### config.mk
export PLATFORM = sky130hd
export DESIGN_NAME = fib_result_collector
export DESIGN_NICKNAME = d
export VERILOG_FILES = /design/src/rtl/fib_result_collector.sv
export SDC_FILE = /design/constraint.sdc
export NUM_CORES = 1
export LEC_CHECK = 0
export BUFFER_PORTS_ARGS = -buffer_cell sky130_fd_sc_hd__buf_2
export CORE_UTILIZATION = 41
export DETAILED_ROUTE_END_ITERATION = 10
export PLACE_DENSITY = 0.65
export SYNTH_ARGS = -nofsm -noshare
export SYNTH_HDL_FRONTEND = slang
export SYNTH_SLANG_ARGS = --single-unit
export TNS_END_PERCENT = 30
### constraint.sdc
create_clock -name clk -period 6.3 [get_ports clk]
set_input_delay 0.315 -clock clk [delete_from_list [all_inputs] [get_ports clk]]
set_output_delay 0.315 -clock clk [all_outputs]
set_load 0.03 [all_outputs]
### src/rtl/fib_result_collector.sv
// Collects results from an upstream fibonacci calculator into a small FIFO.
// A capture happens on each rising edge of in_valid. Each entry holds the term
// index and the result. Captures that arrive while the FIFO is full are dropped
// and counted. The head entry is presented from registered storage.
module fib_result_collector #(
  parameter int unsigned DATA_WIDTH = 8,
  parameter int unsigned DEPTH      = 4
) (
  input  logic                       clk,
  input  logic                       rst_n,
  input  logic                       clear,
  input  logic                       in_valid,
  input  logic [DATA_WIDTH-1:0]      in_result,
  input  logic [2:0]                 in_term,
  output logic                       out_valid,
  input  logic                       out_ready,
  output logic [DATA_WIDTH-1:0]      out_result,
  output logic [2:0]                 out_term,
  output logic [$clog2(DEPTH):0]     count,
  output logic                       overflow,
  output logic [7:0]                 drop_cnt
);

  localparam int unsigned PtrW   = $clog2(DEPTH);
  localparam int unsigned CntW   = PtrW + 1;
  localparam int unsigned EntryW = DATA_WIDTH + 3;

  // Storage is deliberately not reset; occupancy alone defines validity.
  logic [EntryW-1:0] mem_q [DEPTH];

  logic [PtrW-1:0] wr_ptr_q, wr_ptr_d;
  logic [PtrW-1:0] rd_ptr_q, rd_ptr_d;
  logic [CntW-1:0] count_q, count_d;
  logic            valid_q;
  logic            overflow_q, overflow_d;
  logic [7:0]      drop_cnt_q, drop_cnt_d;

  logic            capture;
  logic            full;
  logic            empty;
  logic            pop;
  logic            push;
  logic            drop;
  logic [EntryW-1:0] head;

  // Event decode: rising edge of in_valid, pop handshake, and push/drop arbitration.
  always_comb begin
    capture = in_valid & ~valid_q;
    full    = (count_q == CntW'(DEPTH));
    empty   = (count_q == '0);
    // A clear cycle swallows any capture or pop.
    pop     = ~clear & ~empty & out_ready;
    // When full, a simultaneous pop frees the slot the capture needs.
    push    = ~clear & capture & (~full | pop);
    drop    = ~clear & capture & full & ~pop;
  end

  // Next-state for pointers, occupancy and drop bookkeeping.
  always_comb begin
    wr_ptr_d   = wr_ptr_q;
    rd_ptr_d   = rd_ptr_q;
    count_d    = count_q;
    overflow_d = overflow_q;
    drop_cnt_d = drop_cnt_q;

    if (clear) begin
      wr_ptr_d   = '0;
      rd_ptr_d   = '0;
      count_d    = '0;
      overflow_d = 1'b0;
      drop_cnt_d = '0;
    end else begin
      if (push) begin
        wr_ptr_d = (wr_ptr_q == PtrW'(DEPTH - 1)) ? '0 : wr_ptr_q + 1'b1;
      end
      if (pop) begin
        rd_ptr_d = (rd_ptr_q == PtrW'(DEPTH - 1)) ? '0 : rd_ptr_q + 1'b1;
      end
      unique case ({push, pop})
        2'b10:   count_d = count_q + 1'b1;
        2'b01:   count_d = count_q - 1'b1;
        default: count_d = count_q;
      endcase
      if (drop) begin
        overflow_d = 1'b1;
        if (drop_cnt_q != 8'hFF) begin
          drop_cnt_d = drop_cnt_q + 8'd1;
        end
      end
    end
  end

  // Control state registers with asynchronous reset.
  always_ff @(posedge clk or negedge rst_n) begin
    if (!rst_n) begin
      wr_ptr_q   <= '0;
      rd_ptr_q   <= '0;
      count_q    <= '0;
      valid_q    <= 1'b0;
      overflow_q <= 1'b0;
      drop_cnt_q <= '0;
    end else begin
      wr_ptr_q   <= wr_ptr_d;
      rd_ptr_q   <= rd_ptr_d;
      count_q    <= count_d;
      valid_q    <= in_valid;
      overflow_q <= overflow_d;
      drop_cnt_q <= drop_cnt_d;
    end
  end

  // Entry storage write at the tail.
  always_ff @(posedge clk) begin
    if (push) begin
      mem_q[wr_ptr_q] <= {in_term, in_result};
    end
  end

  // Head presentation; zeros when empty so stale storage never leaks out.
  always_comb begin
    head       = mem_q[rd_ptr_q];
    out_valid  = ~empty;
    out_result = empty ? '0 : head[DATA_WIDTH-1:0];
    out_term   = empty ? '0 : head[EntryW-1:DATA_WIDTH];
    count      = count_q;
    overflow   = overflow_q;
    drop_cnt   = drop_cnt_q;
  end

endmodule

==> flow_summary.json, run 1 <==
{
  "status": "finished clean",
  "synthDistinctLibCells": 41,
  "synth_top_area_share_pct": 49.1,
  "cp-end-kind": "flop",
  "antenna_found_initial": 0,
  "report.final.slew_viol_count": 0,
  "grt_max_degree": 21,
  "post-place-ws_ns": 3.76,
  "nFillCells": 561,
  "regToRegStartpoint": "count[0]",
  "finalCritPeriodShare_pct": 39.4,
  "fmax_ghz": 0.403,
  "worstRegToRegCells": 6,
  "finalCriticalPeriod_ns": 2.48,
  "cts_buffers": 9,
  "synth_top_family_by_area": "simple AND/OR/NAND/NOR gates",
  "final_util_pct": 49.9,
  "syn_area_per_cell_um2": 15.0,
  "total_power_w": 0.000886,
  "hp-start": "in_valid",
  "initial_utilization_pct": 42.4,
  "rsz0062_at_grt": "false",
  "synthCells": 180,
  "synth_compound_area_share_pct": 5.44,
  "p_int_w": 0.000683,
  "cts-root-buf": "clkbuf_8",
  "crit_type": "reg2reg",
  "synth-adder-area-share_pct": 3.07,
  "wl_per_cell_um": 15.5,
  "synth.area.mux_share_pct": 10.3,
  "cts_buffer_depth": 2,
  "synth_edf_count": 44,
  "numPlacedInstances": 288,
  "leakage_nw": 1.19,
  "ios": 40,
  "vias_per_cell": 5.32,
  "syn2layout_area_growth_pct": 17.6,
  "antenna_cells": 0,
  "nets": 245,
  "fin_skew_ns": 0.00738,
  "drtPass1Iterations": 4,
  "fin_setup_tns_ns": 0,
  "via_count": 1618,
  "swShare_pct": 22.8,
  "core_area_um2": 6350,
  "finalSetupViolations": 0,
  "drive_gt1_share_pct": 30.4,
  "power_frac_comb_pct": 7.6,
  "p_seq_share_pct": 50.2,
  "clock-sinks": 61,
  "cts_tree": "done",
  "drc_errors": 0,
  "yosys.area.top_type": "edfxtp_1",
  "cts-resized-gates": 0,
  "synth_fp_nets": 202,
  "synth_flop_cell": "edfxtp_1",
  "cp_max_fo": 14,
  "netlist_area_um2": 2690,
  "stdcell_count": 304,
  "worst_slack_ns": 3.82,
  "fp-row-count": 29,
  "clock_latency_ns": 0.33,
  "final-hold-violation-count": 0,
  "regToRegSetupSlack_ns": 3.82,
  "grt_pass1_vias": 1632,
  "synth-simple-area-share_pct": 12.7,
  "htreeDepth": 3,
  "vdd_drop_max_v": 0.000124,
  "async_flop_share_pct": 27.9,
  "crit_required_ns": 6.50,
  "power_density_nw_per_um2": 280,
  "critPathArrivalTime_ns": 2.69,
  "drtAntennaViolNets": 0,
  "max_slew.worst_pin.slew_ns": 0.766,
  "die_width_um": 83.0,
  "yosysWarnings": 0,
  "hold-path-endpoint": "valid_q",
  "die_area_um2": 6890,
  "synth-seq-cells": 61,
  "yosysSeqAreaShare_pct": 64.9,
  "synth-xor-area-share_pct": 0.976,
  "drt_iter0_drc": 151,
  "post-dp-hpwl_mm": 2.97,
  "netSwitchingPower_w": 0.000202,
  "min_delay_path_depth": 1,
  "drt-total-wl_mm": 4.70,
  "slew_headroom_pct": 48.9,
  "critPathLaunchType": "flop",
  "dieHeight_um": 83.0,
  "ys_top_cells_by_area": "edfxtp_1 (49%), dfrtp_1 (16%), mux4_2 (9.2%)",
  "grt_usage_pct": 15.2,
  "grt_overflow": 0,
  "cts.clk_slew.worst_paths_ns": 0.07,
  "port_buffers": 39,
  "grt_pass1_wl_mm": 7.94,
  "maxCapViolCount": 0,
  "min_path_type": "in2reg",
  "pwr-share-clk_pct": 42.2,
  "globalplace.congestion": 0.744,
  "reg2reg_to": "count[1]"
}
==> cells by family after synthesis <==
| logic type | Yosys count |
|---|---|
| XOR/XNOR | 3 |
| AND/OR/NAND/NOR | 58 |
| multiplexers | 14 |
| AO/OA/AOI/OAI | 22 |
| adder cells (fa/ha/maj) | 6 |
| buffers and inverters | 16 |
| flip-flops | 61 |
==> cells in the final DEF, fill, tap and decap left out, drive strengths merged, types with 2 or more instances in the layout <==
master / count
nand2: 9
nand3: 6
clkbuf: 9
nor3b: 2
clkinvlp: 2
or3: 4
o21ai: 7
nor4: 3
buf: 39
mux4: 11
clkinv: 2
edfxtp: 44
nor2: 8
a21oi: 5
and2: 15
mux2i: 3
nand2b: 2
inv: 8
bufinv: 2
ha: 5
nor3: 2
o31ai: 3
xor2: 2
dfrtp: 17
==> worst max-delay path: stages, from the launching register on <==
cell and delay [ns]:
dfrtp_1 0.49, or3_2 0.64, nand2_1 0.16, nor3_1 0.07, fa_1 0.53, a211oi_1 0.07
a2111oi_0 0.39
==> power groups by stage <==
stage	Sequential, W	Combinational (W)	Clock (W)
CTS	0.000445	0.0000682	0.000381
global placement	0.000454	0.0000667	0
floorplan	0.000452	0.0000467	0
global route	0.000446	0.0000735	0.000397
detailed placement	0.000454	0.0000676	0
finish	0.000445	0.0000674	0.000373
==> what timing repair did <==
action	CTS	global route
buffers inserted	0	0
endpoints found under the hold margin	17	0
setup endpoints to repair	0	0
hold buffers	1	0
==> cell type report <==
| cell class | instances | area, um2 | share of cell area [%] |
|---|---|---|---|
| Tap cell | 77 | 96.3 | 3.04 |
| Clock inverter | 6 | 88.8 | 2.81 |
| Inverter | 8 | 30.0 | 0.949 |
| Timing Repair Buffer | 40 | 205 | 6.48 |
| Clock buffer | 9 | 124 | 3.91 |
| Sequential cell | 61 | 1750 | 55.2 |
| Multi-Input combinational cell | 103 | 875 | 27.6 |
==> worst max-delay path by stage <==
| stage | from | end | slack [ns] |
|---|---|---|---|
| 6_report | count[0] | count[1] | 3.82 |
| 5_1_grt | count[0] | count[2] | 3.65 |
| 2_1_floorplan | count[0] | count[1] | 4.01 |
| 4_1_cts | rd_ptr_q[0] | out_result[6] | 3.80 |
| 3_5_place_dp | count[0] | count[1] | 3.76 |
| 3_3_place_gp | count[0] | count[1] | 3.93 |
==> cells in the mapped netlist (all sizes together), types with 4 or more instances <==
cell	n
edfxtp	44
dfrtp	17
and2	15
mux4	11
nand2	9
inv	8
nor2	8
o21ai	7
nand3	6
a21oi	5
ha	5
buf	4
clkbuf	4
or3	4
==> per-stage QoR <==
stage | cell area [um2] | hold WS [ns]
floorplan | 2690 | 0.0194
global placement | 2940 | 0.268
detailed placement | 2940 | 0.268
CTS | 3170 | 0.0960
global route | 3170 | 0.102
finish | 3170 | 0.116
==> routing by layer <==
metal / global-route usage, % / up-vias / part of all wire (%)
li1: - / 766 / -
met1: 19.0 / 797 / 45
met2: 23.3 / 43 / 48
met3: 3.98 / 12 / 4.3
met4: 10.3 / 0 / 3.0
met5: 0 / - / 0
==> state kept, by name, summed over array words and instances (netlist names) <==
register,flops
mem_q,44
drop_cnt,8
count,3
rd_ptr_q,2
wr_ptr_q,2
overflow,1
valid_q,1
(Power assumes the default switching activity.)
==> run 2, diff against run 1 <==
Settings changed: ABC_AREA set to 1, PLACE_DENSITY 0.65 to 0.67.
Clock period 6.3 ns to 2.24 ns, I/O delays scaled along.
==> flow_summary.json, run 2 <==
{
  "final_cell_mix": "nor2_1 (57), edfxtp_1 (44), nand2_1 (40)",
  "htreeDepth": 3,
  "whs_ns": 0.0137,
  "grt_max_degree": 26,
  "synth_flop_cell": "edfxtp_1",
  "nets": 354,
  "slew_headroom_pct": 27.1,
  "netlist_area_um2": 2820,
  "die_area_um2": 7220,
  "core_area_um2": 6490,
  "yosysSeqAreaShare_pct": 61.9,
  "pwr-share-clk_pct": 35.9,
  "maxCapViolCount": 0,
  "power_density_nw_per_um2": 677,
  "crit_family": "simple AND/OR/NAND/NOR gates",
  "ios": 40,
  "antenna_cells": 0,
  "synthCells": 276,
  "grt_pass1_wl_mm": 9.49,
  "finalCriticalPeriod_ns": 2.03,
  "postCtsSetupRepairBufs": 0,
  "leakage_nw": 1.44,
  "antenna_found_initial": 0,
  "violations": "design-rule violations",
  "cp_max_fo": 11,
  "syn2layout_area_growth_pct": 19.9,
  "report.final.slew_viol_count": 0,
  "largest_reg_flops": 44,
  "critPathLaunchType": "flop",
  "p_seq_share_pct": 54.3,
  "synthDistinctLibCells": 29,
  "drc_errors": 1,
  "drt-total-wl_mm": 5.68,
  "fp-row-count": 29,
  "ys_top_cells_by_area": "edfxtp_1 (47%), dfrtp_1 (15%), nor2_1 (7.6%)",
  "swShare_pct": 25.6,
  "post-dp-hpwl_mm": 3.62,
  "p_int_w": 0.00170,
  "globalplace.congestion": 0.759,
  "cts_buffer_depth": 2,
  "min_path_type": "in2reg",
  "critPathMaxStageDelay_ns": 0.83,
  "netSwitchingPower_w": 0.000587,
  "cp-end-kind": "flop",
  "status": "finished, violations left",
  "wl_per_cell_um": 13.7,
  "synth_top_cells_by_count": "nor2_1 (57), edfxtp_1 (44), nand2_1 (40)",
  "power_frac_comb_pct": 9.8,
  "finalCritPeriodShare_pct": 90.8,
  "vdd_drop_max_v": 0.000359,
  "via_count": 2074,
  "clock-sinks": 61,
  "grt_usage_pct": 17.5,
  "drtAntennaViolNets": 0,
  "crit_buf_inv": 1,
  "yosys.area.top_type": "edfxtp_1",
  "critPathArrivalTime_ns": 1.97,
  "cts_tree": "done",
  "rsz0062_at_grt": "false",
  "final_common_cell": "nor2_1",
  "largest-register": "mem_q",
  "path_cells": "nor2_1, nand2_2, nor2_4, inv_2, nand2_2, nor2_1",
  "drive_gt1_share_pct": 24.0,
  "syn_area_per_cell_um2": 10.2,
  "dieHeight_um": 85.0,
  "yosysMostFrequentCell": "nor2_1",
  "initial_utilization_pct": 43.4,
  "max_slew.worst_pin.slew_ns": 1.09,
  "finalSetupViolations": 0,
  "cts.clk_slew.worst_paths_ns": 0.07,
  "drtPass1Iterations": 7,
  "grt_overflow": 0,
  "clock_latency_ns": 0.33,
  "fmax_ghz": 0.492,
  "synth_top_area_share_pct": 46.8,
  "grt_pass1_vias": 2030,
  "cp_slowest_cell": "nor2_1",
  "die_width_um": 85.0,
  "async_flop_share_pct": 27.9,
  "crit_type": "reg2reg",
  "drt_iter0_drc": 161,
  "cts-root-buf": "clkbuf_8",
  "port_buffers": 39,
  "vias_per_cell": 5.01,
  "synth_edf_count": 44,
  "yosysWarnings": 0,
  "crit_required_ns": 2.18,
  "synth-seq-cells": 61,
  "fin_setup_tns_ns": 0,
  "synth_fp_nets": 298,
  "cts_buffers": 9,
  "fin_skew_ns": 0.0103,
  "final-hold-violation-count": 0
}
## run 2: cell types whose count changed after synthesis, moves of 8 or more
cell,change
nor2_1,+49
mux4_2,-11
inv_2,+8
nand2_1,+31
o21ai_1,+21
nand3_1,+9
and2_1,-15
## run 2: path summary, 6_finish.rpt
path / from / slack, ns / endpoint / cells past startpoint
max: count[1] / 0.21 / mem_q[2][2] / 6
min: in_result[0] / 0.01 / mem_q[0][0] / 1
max reg2reg: count[1] / 0.21 / mem_q[2][2] / 6
min reg2reg: overflow / 0.48 / overflow / 2
max in group asynchronous: rst_n / 1.69 / wr_ptr_q[1] / 2
min in group asynchronous: rst_n / 0.26 / drop_cnt[1] / 2
## run 2: layout make-up
cell class | count | area [um2]
Inverter | 23 | 86.3
Multi-Input combinational cell | 182 | 942
Clock buffer | 10 | 128
Tap cell | 77 | 96.3
Sequential cell | 61 | 1750
Fill cell | 566 | 3110
Clock inverter | 6 | 40.0
Timing Repair Buffer | 55 | 343
## run 2: repair_timing
action                                 4_1_cts  5_1_grt
endpoints found under the hold margin       53        0
hold buffers                                11        0
resized for setup                            0        0
## run 2: kinds of logic (layout without fill, tap and decap cells)
logic type	after synthesis	after routing	synth area share [%]
AND/OR/NAND/NOR	131	131	21.6
adder cells (fa/ha/maj)	6	6	2.93
buffers and inverters	33	94	4.70
AO/OA/AOI/OAI	42	42	7.89
XOR/XNOR	3	3	0.931
flip-flops	61	61	61.9
## run 2: power by group through the flow
stage / clock network [W] / logic, W / registers [W]
after floorplan: 0 / 0.000132 / 0.00127
after global placement: 0 / 0.000207 / 0.00127
after CTS: 0.000840 / 0.000227 / 0.00124
final: 0.000822 / 0.000224 / 0.00124
after detailed placement: 0 / 0.000211 / 0.00127
after global routing: 0.000896 / 0.000251 / 0.00125
## run 2: per-layer routing
layer / global-route usage, % / up-vias / wire length, um / part of all wire [%]
li1: - / 1046 / - / -
met1: 21.3 / 963 / 2450 / 43
met2: 28.7 / 56 / 2800 / 49
met3: 4.28 / 9 / 321 / 5.6
met4: 9.71 / 0 / 114 / 2.0
met5: 0 / - / 0 / 0
## run 2: stage by stage
step | instance area (um2) | worst slack [ns] | util, % | cells | power (W)
finish | 3380 | 0.206 | 52.1 | 414 | 0.00229
global route | 3380 | 0.0444 | 52.1 | 414 | 0.00239
CTS | 3380 | 0.175 | 52.1 | 414 | 0.00231
detailed placement | 3100 | 0.187 | 47.8 | 387 | 0.00148
global placement | 3100 | 0.249 | 47.8 | 387 | 0.00147
floorplan | 2820 | 0.170 | - | 276 | 0.00140
## run 2: worst reg2reg max path, delay by kind of cell (launching register included)
kind	cells	cell delay, ns
flip-flops	1	0.40
AND/OR/NAND/NOR	5	1.19
buffers and inverters	1	0.06
